**src/rtl/uart_tx_arbiter_if.sv**
```systemverilog
// uart_tx_arbiter_if: requester byte handshakes plus the shared UART transmitter write port
interface uart_tx_arbiter_if #(parameter int NUM_REQ = 2);
    logic [NUM_REQ-1:0]   req;
    logic [NUM_REQ-1:0]   last;
    logic [8*NUM_REQ-1:0] wdata;
    logic [NUM_REQ-1:0]   ack;
    logic [NUM_REQ-1:0]   gnt;
    logic                 tx_rdy;
    logic [7:0]           tx_data;
    logic                 tx_wen;
    logic                 frame_abort;
    modport master (input req, last, wdata, tx_rdy, output ack, gnt, tx_data, tx_wen, frame_abort);
    modport slave (output req, last, wdata, tx_rdy, input ack, gnt, tx_data, tx_wen, frame_abort);
endinterface

```
**src/rtl/uart_tx_arbiter.sv**
```systemverilog
// uart_tx_arbiter: frame-locked round-robin sharing of one UART transmitter between NUM_REQ producers
module uart_tx_arbiter #(
    parameter int NUM_REQ = 2,
    parameter int TIMEOUT = 255
) (
    input logic               clk,
    input logic               rst,
    uart_tx_arbiter_if.master bus
);
    localparam int PW = (NUM_REQ > 2) ? 2 : 1;
    typedef enum logic [1:0] {IDLE, WAIT_RDY, WRITE} state_t;
    state_t state_q, state_d;
    logic [NUM_REQ-1:0] gnt_q, gnt_d, ack_q, ack_d;
    logic [7:0] tx_data_q, tx_data_d, cnt_q, cnt_d;
    logic tx_wen_q, tx_wen_d, abort_q, abort_d, last_q, last_d, sent_q, sent_d;
    logic [PW-1:0] ptr_q, ptr_d, own_q, own_d, pick;
    logic found;
    always_comb begin
        pick = '0;
        found = 1'b0;
        for (int k = 1; k <= NUM_REQ; k++) begin
            if (!found && bus.req[(int'(ptr_q) + k) % NUM_REQ]) begin
                pick = PW'((int'(ptr_q) + k) % NUM_REQ);
                found = 1'b1;
            end
        end
    end
    always_comb begin
        state_d = state_q;
        gnt_d = gnt_q;
        ack_d = '0;
        tx_data_d = tx_data_q;
        tx_wen_d = tx_wen_q;
        abort_d = 1'b0;
        cnt_d = cnt_q;
        last_d = last_q;
        sent_d = sent_q;
        ptr_d = ptr_q;
        own_d = own_q;
        case (state_q)
            IDLE: begin
                if (found) begin
                    gnt_d = NUM_REQ'(1) << pick;
                    own_d = pick;
                    sent_d = 1'b0;
                    cnt_d = '0;
                    state_d = WAIT_RDY;
                end
            end
            WAIT_RDY: begin
                if (bus.req[own_q]) begin
                    cnt_d = '0;
                    if (bus.tx_rdy) begin
                        tx_data_d = bus.wdata[8*own_q +: 8];
                        tx_wen_d = 1'b0;
                        last_d = bus.last[own_q];
                        sent_d = 1'b1;
                        state_d = WRITE;
                    end
                end else if (!sent_q) begin
                    gnt_d = '0;
                    state_d = IDLE;
                end else if (bus.tx_rdy) begin
                    cnt_d = cnt_q + 8'd1;
                    if (cnt_d == 8'(TIMEOUT)) begin
                        gnt_d = '0;
                        abort_d = 1'b1;
                        ptr_d = own_q;
                        cnt_d = '0;
                        state_d = IDLE;
                    end
                end
            end
            WRITE: begin
                if (!bus.tx_rdy) begin
                    tx_wen_d = 1'b1;
                    ack_d = NUM_REQ'(1) << own_q;
                    state_d = last_q ? IDLE : WAIT_RDY;
                    gnt_d = last_q ? '0 : gnt_q;
                    ptr_d = last_q ? own_q : ptr_q;
                end
            end
            default: state_d = IDLE;
        endcase
    end
    always_ff @(posedge clk) begin
        if (rst) begin
            state_q <= IDLE;
            gnt_q <= '0;
            ack_q <= '0;
            tx_data_q <= 8'h00;
            tx_wen_q <= 1'b1;
            abort_q <= 1'b0;
            cnt_q <= '0;
            last_q <= 1'b0;
            sent_q <= 1'b0;
            ptr_q <= PW'(NUM_REQ - 1);
            own_q <= '0;
        end else begin
            state_q <= state_d;
            gnt_q <= gnt_d;
            ack_q <= ack_d;
            tx_data_q <= tx_data_d;
            tx_wen_q <= tx_wen_d;
            abort_q <= abort_d;
            cnt_q <= cnt_d;
            last_q <= last_d;
            sent_q <= sent_d;
            ptr_q <= ptr_d;
            own_q <= own_d;
        end
    end
    assign bus.gnt = gnt_q;
    assign bus.ack = ack_q;
    assign bus.tx_data = tx_data_q;
    assign bus.tx_wen = tx_wen_q;
    assign bus.frame_abort = abort_q;
endmodule

```
**src/flat_wrapper.sv**
```systemverilog
// flat-port wrapper written by rule: the top's interface ports become plain ports
module uart_tx_arbiter_flat 
#(
    parameter int NUM_REQ = 2,
    parameter int TIMEOUT = 255
)
  (clk, rst, bus_req, bus_last, bus_wdata, bus_tx_rdy, bus_ack, bus_gnt, bus_tx_data, bus_tx_wen, bus_frame_abort);
  uart_tx_arbiter_if #(.NUM_REQ(NUM_REQ)) bus_i ();
  input logic clk;
  input logic rst;
  input wire logic [$bits(bus_i.req)-1:0] bus_req;
  input wire logic [$bits(bus_i.last)-1:0] bus_last;
  input wire logic [$bits(bus_i.wdata)-1:0] bus_wdata;
  input wire logic [$bits(bus_i.tx_rdy)-1:0] bus_tx_rdy;
  output wire logic [$bits(bus_i.ack)-1:0] bus_ack;
  output wire logic [$bits(bus_i.gnt)-1:0] bus_gnt;
  output wire logic [$bits(bus_i.tx_data)-1:0] bus_tx_data;
  output wire logic [$bits(bus_i.tx_wen)-1:0] bus_tx_wen;
  output wire logic [$bits(bus_i.frame_abort)-1:0] bus_frame_abort;
  assign bus_i.req = bus_req;
  assign bus_i.last = bus_last;
  assign bus_i.wdata = bus_wdata;
  assign bus_i.tx_rdy = bus_tx_rdy;
  assign bus_ack = bus_i.ack;
  assign bus_gnt = bus_i.gnt;
  assign bus_tx_data = bus_i.tx_data;
  assign bus_tx_wen = bus_i.tx_wen;
  assign bus_frame_abort = bus_i.frame_abort;
  uart_tx_arbiter #(.NUM_REQ(NUM_REQ), .TIMEOUT(TIMEOUT)) u_core (.clk(clk), .rst(rst), .bus(bus_i));
endmodule
```
**config.mk**
```make
export PLATFORM = sky130hd
export DESIGN_NAME = uart_tx_arbiter_flat
export DESIGN_NICKNAME = d
export VERILOG_FILES = /design/src/rtl/uart_tx_arbiter_if.sv /design/src/rtl/uart_tx_arbiter.sv /design/src/flat_wrapper.sv
export SDC_FILE = /design/constraint.sdc
export NUM_CORES = 1
export LEC_CHECK = 0
export ABC_AREA = 0
export BUFFER_PORTS_ARGS = -buffer_cell sky130_fd_sc_hd__buf_2
export CAP_MARGIN = 25
export CORE_MARGIN = 1.5
export CORE_UTILIZATION = 25
export CTS_CLUSTER_DIAMETER = 40
export DETAILED_ROUTE_END_ITERATION = 8
export PLACE_DENSITY = 0.5
export SLEW_MARGIN = 15
export SYNTH_ARGS = -nofsm -noshare
export SYNTH_HDL_FRONTEND = slang
export SYNTH_SLANG_ARGS = --single-unit
```
**constraint.sdc**
```tcl
create_clock -name clk -period 4.8 [get_ports clk]
set_clock_uncertainty 0.2 [all_clocks]
set_input_delay 0.72 -clock clk [delete_from_list [all_inputs] [get_ports clk]]
set_output_delay 0.72 -clock clk [all_outputs]
set_load 0.02 [all_outputs]
```
# --- After elaboration in Yosys (flattened, before gate mapping) ---
# Index checks and enable logic that the tools add are counted.
word_totals:
  reg_bits: 28
  input_bits: 23
  out_inout_bits: 14
  word_cells: 109
op_classes:
  addsub: 3
  n_lt_le_gt_ge: 3
  n_eq_ne: 17
  n_shift: 3
  mux: 50
  n_bitwise: 6
  reduce_logical: 16
ops:
  columns: ["cell", "count"]
  rows:
  - ["two-way mux 8 bit", 5]
  - ["two-way mux 1 bit", 28]
  - ["two-way mux 2 bit", 11]
  - ["case mux 8 bit (2 select lines)", 1]
  - ["indexed part select 16 x 5 -> 8 bit", 1]
  - ["AND reduction 7 bit", 2]
  - ["case mux 2 bit (3 select lines)", 2]
  - ["AND reduction 4 bit", 3]
  - ["inequality test 2 x 1 -> 1 bit, second input constant", 5]
  - ["inequality test 3 bit, second input constant", 3]
  - ["adder 8 x 1 -> 8 bit, second input constant", 1]
  - ["== test 8 bit, second input constant", 1]
  - ["< comparator 2 x 3 -> 1 bit, second input constant", 2]
  - ["inequality test 2 bit, second input constant", 3]
  - ["case mux 1 bit (2 select lines)", 3]
  - ["AND reduction 5 bit", 1]
  - ["OR reduction 5 bit", 1]
  - ["inequality test 4 bit, second input constant", 1]
  - ["NOT 1 bit", 4]
  - ["nonzero test 2 bit", 2]
  - ["left shift 1 x 1 -> 2 bit, first input constant", 2]
  - ["inequality test 3 x 1 -> 1 bit, second input constant", 1]
  - ["inequality test 3 x 2 -> 1 bit, second input constant", 1]
  - ["AND reduction 3 bit", 1]
  - ["11 further kinds", 13]

# --- Depth between registers and ports, before layout ---
# Gate-level depths: netlist of the first run.
logic_depth:
  depth_word: 12
  mapped_depth: 8
  mapped_depth_nobuf: 7

# --- Worst setup path before layout of the first run ---
# Ideal clock, no wire load.
synth_timing:
  path_type: "input to register"
  start: "in bus_req[1]"
  end: "reg u_core.gnt_q[0], in the netlist u_core.bus.gnt[0]"
  setup_time_ns: 0.126
  arrival_time_ns: 1.661
  required_time_ns: 4.474
  slack_ns: 2.813
  path_stages: 5
  path_buffers: 0
  cell_sequence: "mux2_2 > a211oi_2 > o211ai_1 > o2111ai_1 > o31ai_1"
synth_via:
  elab_chain_cells: 10
  word_cells_on_any_way: 20
synth_rtl:
  columns: ["element", "line", "source"]
  rows:
  - ["start, declared", "flat_wrapper.sv:11", "input wire logic [$bits(bus_i.req)-1:0] bus_req;"]
  - ["two-way mux 1 bit (not written as such) (3 in a row)", "uart_tx_arbiter.sv:22", "if (!found && bus.req[(int'(ptr_q) + k) % NUM_REQ]) begin"]
  - ["two-way mux 1 bit", "uart_tx_arbiter.sv:22", null]
  - ["logical NOT 1 bit", "uart_tx_arbiter.sv:22", null]
  - ["logical AND 1 bit", "uart_tx_arbiter.sv:22", null]
  - ["two-way mux 1 bit", "uart_tx_arbiter.sv:22", null]
  - ["left shift 1 x 1 -> 2 bit", "uart_tx_arbiter.sv:43", "gnt_d = NUM_REQ'(1) << pick;"]
  - ["two-way mux 2 bit", "uart_tx_arbiter.sv:42", "if (found) begin"]
  - ["case mux 2 bit (3 select lines)", "uart_tx_arbiter.sv:40", "case (state_q)"]
  - ["end signal, assigned", "uart_tx_arbiter.sv:101", "gnt_q <= gnt_d;"]
  - ["end, declared", "uart_tx_arbiter.sv:13", "logic [NUM_REQ-1:0] gnt_q, gnt_d, ack_q, ack_d;"]
# Several ways; a longest one is shown, not always the timed one. The select of a mux whose other input is x is not followed.
# A chain may end at the register's enable or synchronous reset.

# --- Final worst setup path of the first run ---
layout_timing:
  start: "reg u_core.own_q"
  end: "reg u_core.cnt_q[4]"
layout_via:
  elab_chain_cells: 4
  word_cells_on_any_way: 7
layout_rtl:
  columns: ["element", "line", "source"]
  rows:
  - ["start, declared", "uart_tx_arbiter.sv:16", "logic [PW-1:0] ptr_q, ptr_d, own_q, own_d, pick;"]
  - ["start signal, assigned", "uart_tx_arbiter.sv:110", "own_q <= own_d;"]
  - ["two-way mux 1 bit (not written as such) (*) (2 in a row)", "uart_tx_arbiter.sv:51", "if (bus.req[own_q]) begin"]
  - ["inequality test 3 x 1 -> 1 bit (no line), or another cell as far along", null, null]
  - ["AND reduction 4 bit (no line) or case mux 8 bit (2 select lines) (tied branches)", null, null]
  - ["end signal, assigned", "uart_tx_arbiter.sv:106", "cnt_q <= cnt_d;"]
  - ["end, declared", "uart_tx_arbiter.sv:14", "logic [7:0] tx_data_q, tx_data_d, cnt_q, cnt_d;"]
# Every way passes the cells marked *; elsewhere a longest branch is shown, timed or not. The select of a mux whose other input is x is not followed.

==> out/results.txt, run 1 <==
DRT Pass-1 Iters - 4
Internal power - 0.000407 W
Row count - 29
Period utilisation layout - 52.1%
RSZ-0062 raised after global routing - no
Filler cells - 699
Die area - 0.00697 mm^2
Num CTS Buffers - 3
FFs w/ async S/R, synth - 0%
Hold WS - 302 ps
Commonest cells after routing, fill and taps aside - buf_2, dfxtp_1, nor2_1
# Max-Cap Violations - 0
PostCTS Resize Cnt - 0
Storage cell area - 561 um^2
Post-synthesis sequential area ratio - 34.6%
Most common cell after layout, fill and taps aside - buf_2
Clock transition at path regs - 100 ps
Multi-input logic area - 978 um^2
Clock share of power - 32.2%
Final-stage net count - 247
WL per Instance - 12.8 um
Die Y-Extent - 83.5 um
Worst EP arrival - 2450 ps
Share of layout cells above drive strength 1 - 22.6%
EDFF count, synth - 0
Worst Hold Class - flip-flop to flip-flop
RD Place Congestion - 0.765
Final hold viol count - 0
Via density - 4.94
Setup crit end kind - flip-flop
Placed cell count - 290
Largest net degree at the start of global routing - 30
Die width - 83.5 um
Global-route wire length before repair - 6.39 mm
CTS tree - built
Post-synth cell types - 45
ANT cells - 0
DRC viols - 0
Post-CTS Setup Inserts - 0
Min cycle time layout - 2500 ps
Synth Instances - 188
Htree depth - 1
Vias in the first global route - 1337
Endpoints failing setup - 0
CTS Sinks - 28
Port Buffers - 36
Main area contributors after synthesis - dfxtp_1, mux2i_1, nor2_1
Sw Ratio - 29.8%
Worst skew pair latency - 270 ps
GR Overflow Total - 0
TNS Setup - 0 ps
Worst Tran Pin Value - 739 ps
Combinational Power Share - 23.0%
Yosys reg bits - 28
F_max - 400 MHz
DRC marker count from the first detailed-route iteration - 119
Via count - 1451
Cell Area, Synth - 0.00162 mm^2
Worst VDD drop - 125 uV
Ys flop type - dfxtp_1
Core Area - 0.00631 mm^2
Antenna Nets Post-Route - 0
GRT Util Overall - 11.2%
Hold Buf Count CTS - 0
Clock root cell - clkbuf_8
Initial antenna violation count - 0
Synth Area per Inst - 8.61 um^2
Worst EP required - 4750 ps
Synth Area in Compound Gates - 20.2%
Slew HR - 50.7%
Syn Nets - 217
Max Buffers Root-to-Sink - 2
Count of pins over their slew limit - 0
Main combinational cell family by area after synthesis - simple AND/OR/NAND/NOR gates
Power per cell area - 304 mW/mm^2
Synth Area in Adders - 4.64%
Proportion of synthesized area in mux cells - 8.73%
Worst-path maximum fanout - 15
Status - complete, no violations
Synth Warn # - 0
Initial Util - 25.6%
Layout area overhead - 17.7%
Final wirelength - 3.75 mm
DP HPWL - 2.69 mm
Crit Path Class - flip-flop to flip-flop
Post-Synth XOR/XNOR Area - 0%
Non-Filler Instances - 294
Post-synth top area cell - dfxtp_1
Post-Synth Simple-Gate Area - 26.8%
Share of power burned in registers - 44.8%
Net Sw Power - 0.000173 W
IO Pins - 37
P_leak - 0.737 nW
Crit start category - flip-flop
Area share of the leading cell type in the synthesized netlist - 34.6%
-- registers in the layout (all words and copies together) (netlist names), 2 cells and up --
| name | count |
|---|---|
| u_core.state_q | 2 |
| u_core.bus.ack | 2 |
| u_core.bus.gnt | 2 |
| u_core.bus.tx_data | 8 |
| u_core.cnt_q | 8 |
-- worst max-delay path, stage by stage, from the launching register on --
cell and delay (ps):
dfxtp_1 810, mux2i_1 470, a311o_1 530, nor4b_2 100
o211ai_1 200, o21ai_1 80
-- metal layers --
layer	vias up	part of all wire (%)	global-route usage, %
li1	754	-	-
met1	677	52	16.3
met2	18	45	16.6
met3	2	2.7	1.78
met4	0	0.93	4.02
met5	-	0	0
-- cell usage after synthesis (4+ instances only) --
cell / count
nor2_1: 25
a31oi_1: 5
mux2i_1: 13
nor2b_1: 4
dfxtp_1: 28
a211oi_1: 9
inv_1: 5
nand3_1: 6
nand4_1: 10
nand2_1: 18
clkbuf_1: 5
ha_1: 6
-- final cells by class --
cell class              count  share of cell area [%]
clock inverters             1                    1.58
repair buffers             36                    9.46
multi-input cells         144                    51.3
flip-flops and latches     28                    29.4
well taps                  77                    5.06
clock buffers               3                    2.17
inverters                   5                   0.985
-- power groups by stage --
stage / clock network, W / logic [W] / registers, W
finish: 0.000187 / 0.000133 / 0.000260
global route: 0.000205 / 0.000147 / 0.000262
CTS: 0.000195 / 0.000134 / 0.000260
detailed placement: 0 / 0.000133 / 0.000266
global placement: 0 / 0.000132 / 0.000265
floorplan: 0 / 0.0000952 / 0.000269
-- final timing paths --
check                    startpoint                end  slack (ps)  cells after the start
setup / recovery       u_core.own_q    u_core.cnt_q[4]        2300                      5
hold reg to reg   u_core.bus.gnt[0]  u_core.bus.gnt[0]         300                      2
setup reg to reg       u_core.own_q    u_core.cnt_q[4]        2300                      5
hold / removal    u_core.bus.gnt[0]  u_core.bus.gnt[0]         300                      2
-- through the flow --
stage	area, um^2	total power [W]	util, %	worst slack [ps]
after floorplan	1620	0.000364	-	2810
after global routing	1910	0.000614	30.2	2120
after detailed placement	1830	0.000399	29.1	2310
final	1910	0.000580	30.2	2300
after global placement	1830	0.000397	29.1	2400
after CTS	1910	0.000589	30.2	2290
-- cell families (layout without fill, tap and decap cells) --
kind of cell | count (synthesis) | count (layout)
fa+ha+maj | 6 | 6
simple gates | 83 | 83
mux | 14 | 14
compound gates | 41 | 41
buf+inv | 16 | 45
flops | 28 | 28
Power figures use the tool's default switching activity.
==> inputs of run 2 (changes only) <==
clock period = 2.6 ns   (was 4.8 ns; I/O delays follow)
==> out/results.txt, run 2 (synthesized netlist as in run 1, its figures left out) <==
Via density - 4.91
Storage cell area - 561 um^2
Post-CTS Setup Inserts - 0
Crit start category - flip-flop
CTS Sinks - 28
Largest net degree at the start of global routing - 30
Most numerous cell on the critical path - mux2i_1
Status - complete, no violations
Commonest cells after routing, fill and taps aside - buf_2, dfxtp_1, nor2_1
Internal power - 0.000768 W
Final wirelength - 3.90 mm
Max Buffers Root-to-Sink - 2
Final-stage net count - 252
Crit path largest cell delay - 430 ps
Filler cells - 711
Slowest stage cell, crit path - dfxtp_1
Worst Tran Pin Value - 639 ps
Worst Hold Class - primary input to flip-flop
Hold Buf Count CTS - 0
IO Pins - 37
Setup crit end kind - flip-flop
Global-route wire length before repair - 6.64 mm
Worst-path maximum fanout - 17
RD Place Congestion - 0.748
Crit Path Class - flip-flop to flip-flop
Clock root cell - clkbuf_8
ANT cells - 0
Placed cell count - 295
Core Area - 0.00631 mm^2
Clock share of power - 32.3%
PostCTS Resize Cnt - 0
Slew HR - 57.4%
Worst VDD drop - 213 uV
Min cycle time layout - 2340 ps
Net Sw Power - 0.000336 W
Initial antenna violation count - 0
DRC marker count from the first detailed-route iteration - 112
# Max-Cap Violations - 0
Row count - 29
Period utilisation layout - 90.0%
Share of power burned in registers - 42.8%
Worst EP arrival - 2360 ps
Layout area overhead - 20.0%
TNS Setup - 0 ps
Combinational Power Share - 24.9%
Die area - 0.00697 mm^2
Worst EP required - 2620 ps
Initial Util - 25.6%
Antenna Nets Post-Route - 0
Critical path, cell by cell - ha_1 > and3_1 > mux2i_1 > o221ai_4 > o31ai_2 > mux2i_1
Die Y-Extent - 83.5 um
Vias in the first global route - 1361
Power per cell area - 568 mW/mm^2
F_max - 428 MHz
Num CTS Buffers - 3
Count of pins over their slew limit - 0
WL per Instance - 13.0 um
Die width - 83.5 um
Worst skew pair latency - 290 ps
Port Buffers - 36
Final hold viol count - 0
Buffer and inverter count on the worst path - 0
DRC viols - 0
RSZ-0062 raised after global routing - no
P_leak - 0.762 nW
DRT Pass-1 Iters - 4
GRT Util Overall - 11.5%
Htree depth - 1
Most common cell after layout, fill and taps aside - buf_2
GR Overflow Total - 0
Endpoints failing setup - 0
Top Family by Delay on Critical Path - compound AO/OA/AOI/OAI gates
DP HPWL - 2.85 mm
CTS tree - built
Share of layout cells above drive strength 1 - 24.3%
Via count - 1468
Multi-input logic area - 978 um^2
Sw Ratio - 30.4%
Clock transition at path regs - 110 ps
Non-Filler Instances - 299
-- run 2: power groups by stage --
| stage | Clock, W | Combinational [W] | Sequential [W] |
|---|---|---|---|
| after global placement | 0 | 0.000279 | 0.000483 |
| after floorplan | 0 | 0.000176 | 0.000497 |
| final | 0.000356 | 0.000275 | 0.000473 |
| after CTS | 0.000359 | 0.000276 | 0.000473 |
| after detailed placement | 0 | 0.000276 | 0.000483 |
| after global routing | 0.000379 | 0.000304 | 0.000476 |
-- run 2: final timing paths --
| check | to | slack, ps | depth (start not counted) | from |
|---|---|---|---|---|
| worst max-delay path | u_core.ptr_q | 260 | 6 | u_core.cnt_q[1] |
| worst min-delay path | u_core.bus.tx_data[7] | 240 | 3 | bus_wdata[7] |
| worst max register to register | u_core.ptr_q | 260 | 6 | u_core.cnt_q[1] |
| worst min register to register | u_core.bus.gnt[0] | 300 | 2 | u_core.bus.gnt[0] |
-- run 2: final cells by class --
class / count / area share, %
multi-input combinational: 144 / 50.4
sequential: 28 / 28.8
timing repair buffer: 41 / 11.2
tap: 77 / 4.96
clock buffer: 3 / 2.12
clock inverter: 1 / 1.55
inverter: 5 / 0.966
-- run 2: metrics by stage --
| step | hold WS, ps | utilization (%) | worst slack, ps | instance area [um^2] | power (W) |
|---|---|---|---|---|---|
| global placement | 285 | 29.6 | 393 | 1870 | 0.000762 |
| finish | 237 | 30.8 | 261 | 1940 | 0.00110 |
| global route | 255 | 30.8 | 48.2 | 1940 | 0.00116 |
| CTS | 246 | 30.8 | 267 | 1940 | 0.00111 |
| detailed placement | 290 | 29.6 | 327 | 1870 | 0.000759 |
| floorplan | 269 | - | 634 | 1620 | 0.000673 |
-- run 2: layer usage --
metal | GRT usage [%] | routed length [um] | part of all wire (%) | vias up
li1 | - | - | - | 762
met1 | 16.7 | 1970 | 50 | 680
met2 | 17.6 | 1770 | 45 | 24
met3 | 1.48 | 133 | 3.4 | 2
met4 | 3.58 | 29 | 0.74 | 0
met5 | 0 | 0 | 0 | -
-- run 2: worst register-to-register path: cells and delay by family (launching register included) --
family	cells	cell delay (ps)
AOI/OAI and AO/OA	2	630
and+or+nand+nor	1	250
DFF	1	430
adders and majority gates	1	210
muxes	2	570
==> inputs of run 3 (changes only) <==
CELL_PAD_IN_SITES_DETAIL_PLACEMENT = 0   (was not set)
CELL_PAD_IN_SITES_GLOBAL_PLACEMENT = 2   (was not set)
PLACE_DENSITY = 0.72   (was 0.5)
==> out/results.txt, run 3 (synthesized netlist as in run 1, its figures left out) <==
Post-CTS Setup Inserts - 0
Row count - 29
Global-route wire length before repair - 6.83 mm
CTS tree - built
Worst skew pair latency - 280 ps
DRC marker count from the first detailed-route iteration - 106
Slowest stage cell, crit path - dfxtp_1
RD Place Congestion - 0.786
RSZ-0062 raised after global routing - no
Status - complete, no violations
Max Buffers Root-to-Sink - 2
Count of pins over their slew limit - 0
Via count - 1488
Most numerous cell on the critical path - mux2i_1
Commonest cells after routing, fill and taps aside - buf_2, dfxtp_1, nor2_1
Worst-path maximum fanout - 17
Top Family by Delay on Critical Path - compound AO/OA/AOI/OAI gates
Crit Path Class - flip-flop to flip-flop
WL per Instance - 13.3 um
Endpoints failing setup - 0
Crit start category - flip-flop
Final wirelength - 3.98 mm
P_leak - 0.762 nW
Initial Util - 25.6%
F_max - 429 MHz
Final hold viol count - 0
Initial antenna violation count - 0
DP HPWL - 2.87 mm
Die width - 83.5 um
Die Y-Extent - 83.5 um
Worst EP required - 2610 ps
Crit path largest cell delay - 430 ps
CTS Sinks - 28
Worst VDD drop - 201 uV
Htree depth - 1
Die area - 0.00697 mm^2
Placed Area - 0.00187 mm^2
Num CTS Buffers - 3
Via density - 4.98
Post-route cell area - 0.00194 mm^2
Period utilisation layout - 89.7%
Clock root cell - clkbuf_8
Final worst slack - 267 ps
Non-Filler Instances - 299
Setup crit end kind - flip-flop
Most common cell after layout, fill and taps aside - buf_2
# Max-Cap Violations - 0
Vias in the first global route - 1403
Share of layout cells above drive strength 1 - 24.3%
Final-stage net count - 252
DRC viols - 0
Power per cell area - 568 mW/mm^2
Port Buffers - 36
PostCTS Resize Cnt - 0
Slew HR - 63.0%
Layout area overhead - 20.0%
Clock transition at path regs - 110 ps
Worst Hold Class - primary input to flip-flop
Placed cell count - 295
Antenna Nets Post-Route - 0
Hold WS - 172 ps
Hold Buf Count CTS - 0
Min cycle time layout - 2330 ps
Buffer and inverter count on the worst path - 0
IO Pins - 37
GRT Util Overall - 11.8%
Largest net degree at the start of global routing - 29
Worst Tran Pin Value - 554 ps
DRT Pass-1 Iters - 4
TNS Setup - 0 ps
Dpl ws - 275 ps
Core Area - 0.00631 mm^2
Critical path, cell by cell - ha_1 > and3_1 > mux2i_1 > o221ai_4 > o31ai_2 > mux2i_1
Worst EP arrival - 2350 ps
GR Overflow Total - 0
ANT cells - 0
## run 3: metrics by stage
| stage | utilization [%] | power [W] |
|---|---|---|
| CTS | 30.8 | 0.00111 |
| global placement | 29.6 | 0.000757 |
| floorplan | - | 0.000673 |
| detailed placement | 29.6 | 0.000756 |
| global route | 30.8 | 0.00116 |
| finish | 30.8 | 0.00110 |
## run 3: worst reg2reg max path, delay by kind of cell (launching register included)
kind / cells / cell delay [ps]
fa+ha+maj: 1 / 230
simple gates: 1 / 240
compound gates: 2 / 630
flops: 1 / 430
mux: 2 / 550
## run 3: routing by layer
metal / global-route usage [%] / routed length (um)
met5: 0 / 0
met4: 2.24 / 19
met3: 1.58 / 149
met2: 19.4 / 1850
met1: 16.8 / 1960
## run 3: worst paths after layout
check	depth (start not counted)	startpoint	slack (ps)	end
setup / recovery	6	u_core.cnt_q[1]	270	u_core.ptr_q
hold / removal	3	rst	170	u_core.bus.tx_wen
setup reg to reg	6	u_core.cnt_q[1]	270	u_core.ptr_q
hold reg to reg	2	u_core.bus.gnt[0]	300	u_core.bus.gnt[0]
## run 3: power by group
part | switching, W | internal [W] | total [W]
combinational | 0.000167 | 0.000108 | 0.000275
sequential | 0.0000175 | 0.000454 | 0.000471
clock | 0.000150 | 0.000206 | 0.000356
total | 0.000335 | 0.000768 | 0.00110
## run 3: final cells by class
| cell class | instances | area (um^2) |
|---|---|---|
| clock buffer | 3 | 41.3 |
| timing repair buffer | 41 | 218 |
| inverter | 5 | 18.8 |
| fill | 716 | 4370 |
| sequential | 28 | 561 |
| clock inverter | 1 | 30.0 |
| tap | 77 | 96.3 |
| multi-input combinational | 144 | 978 |
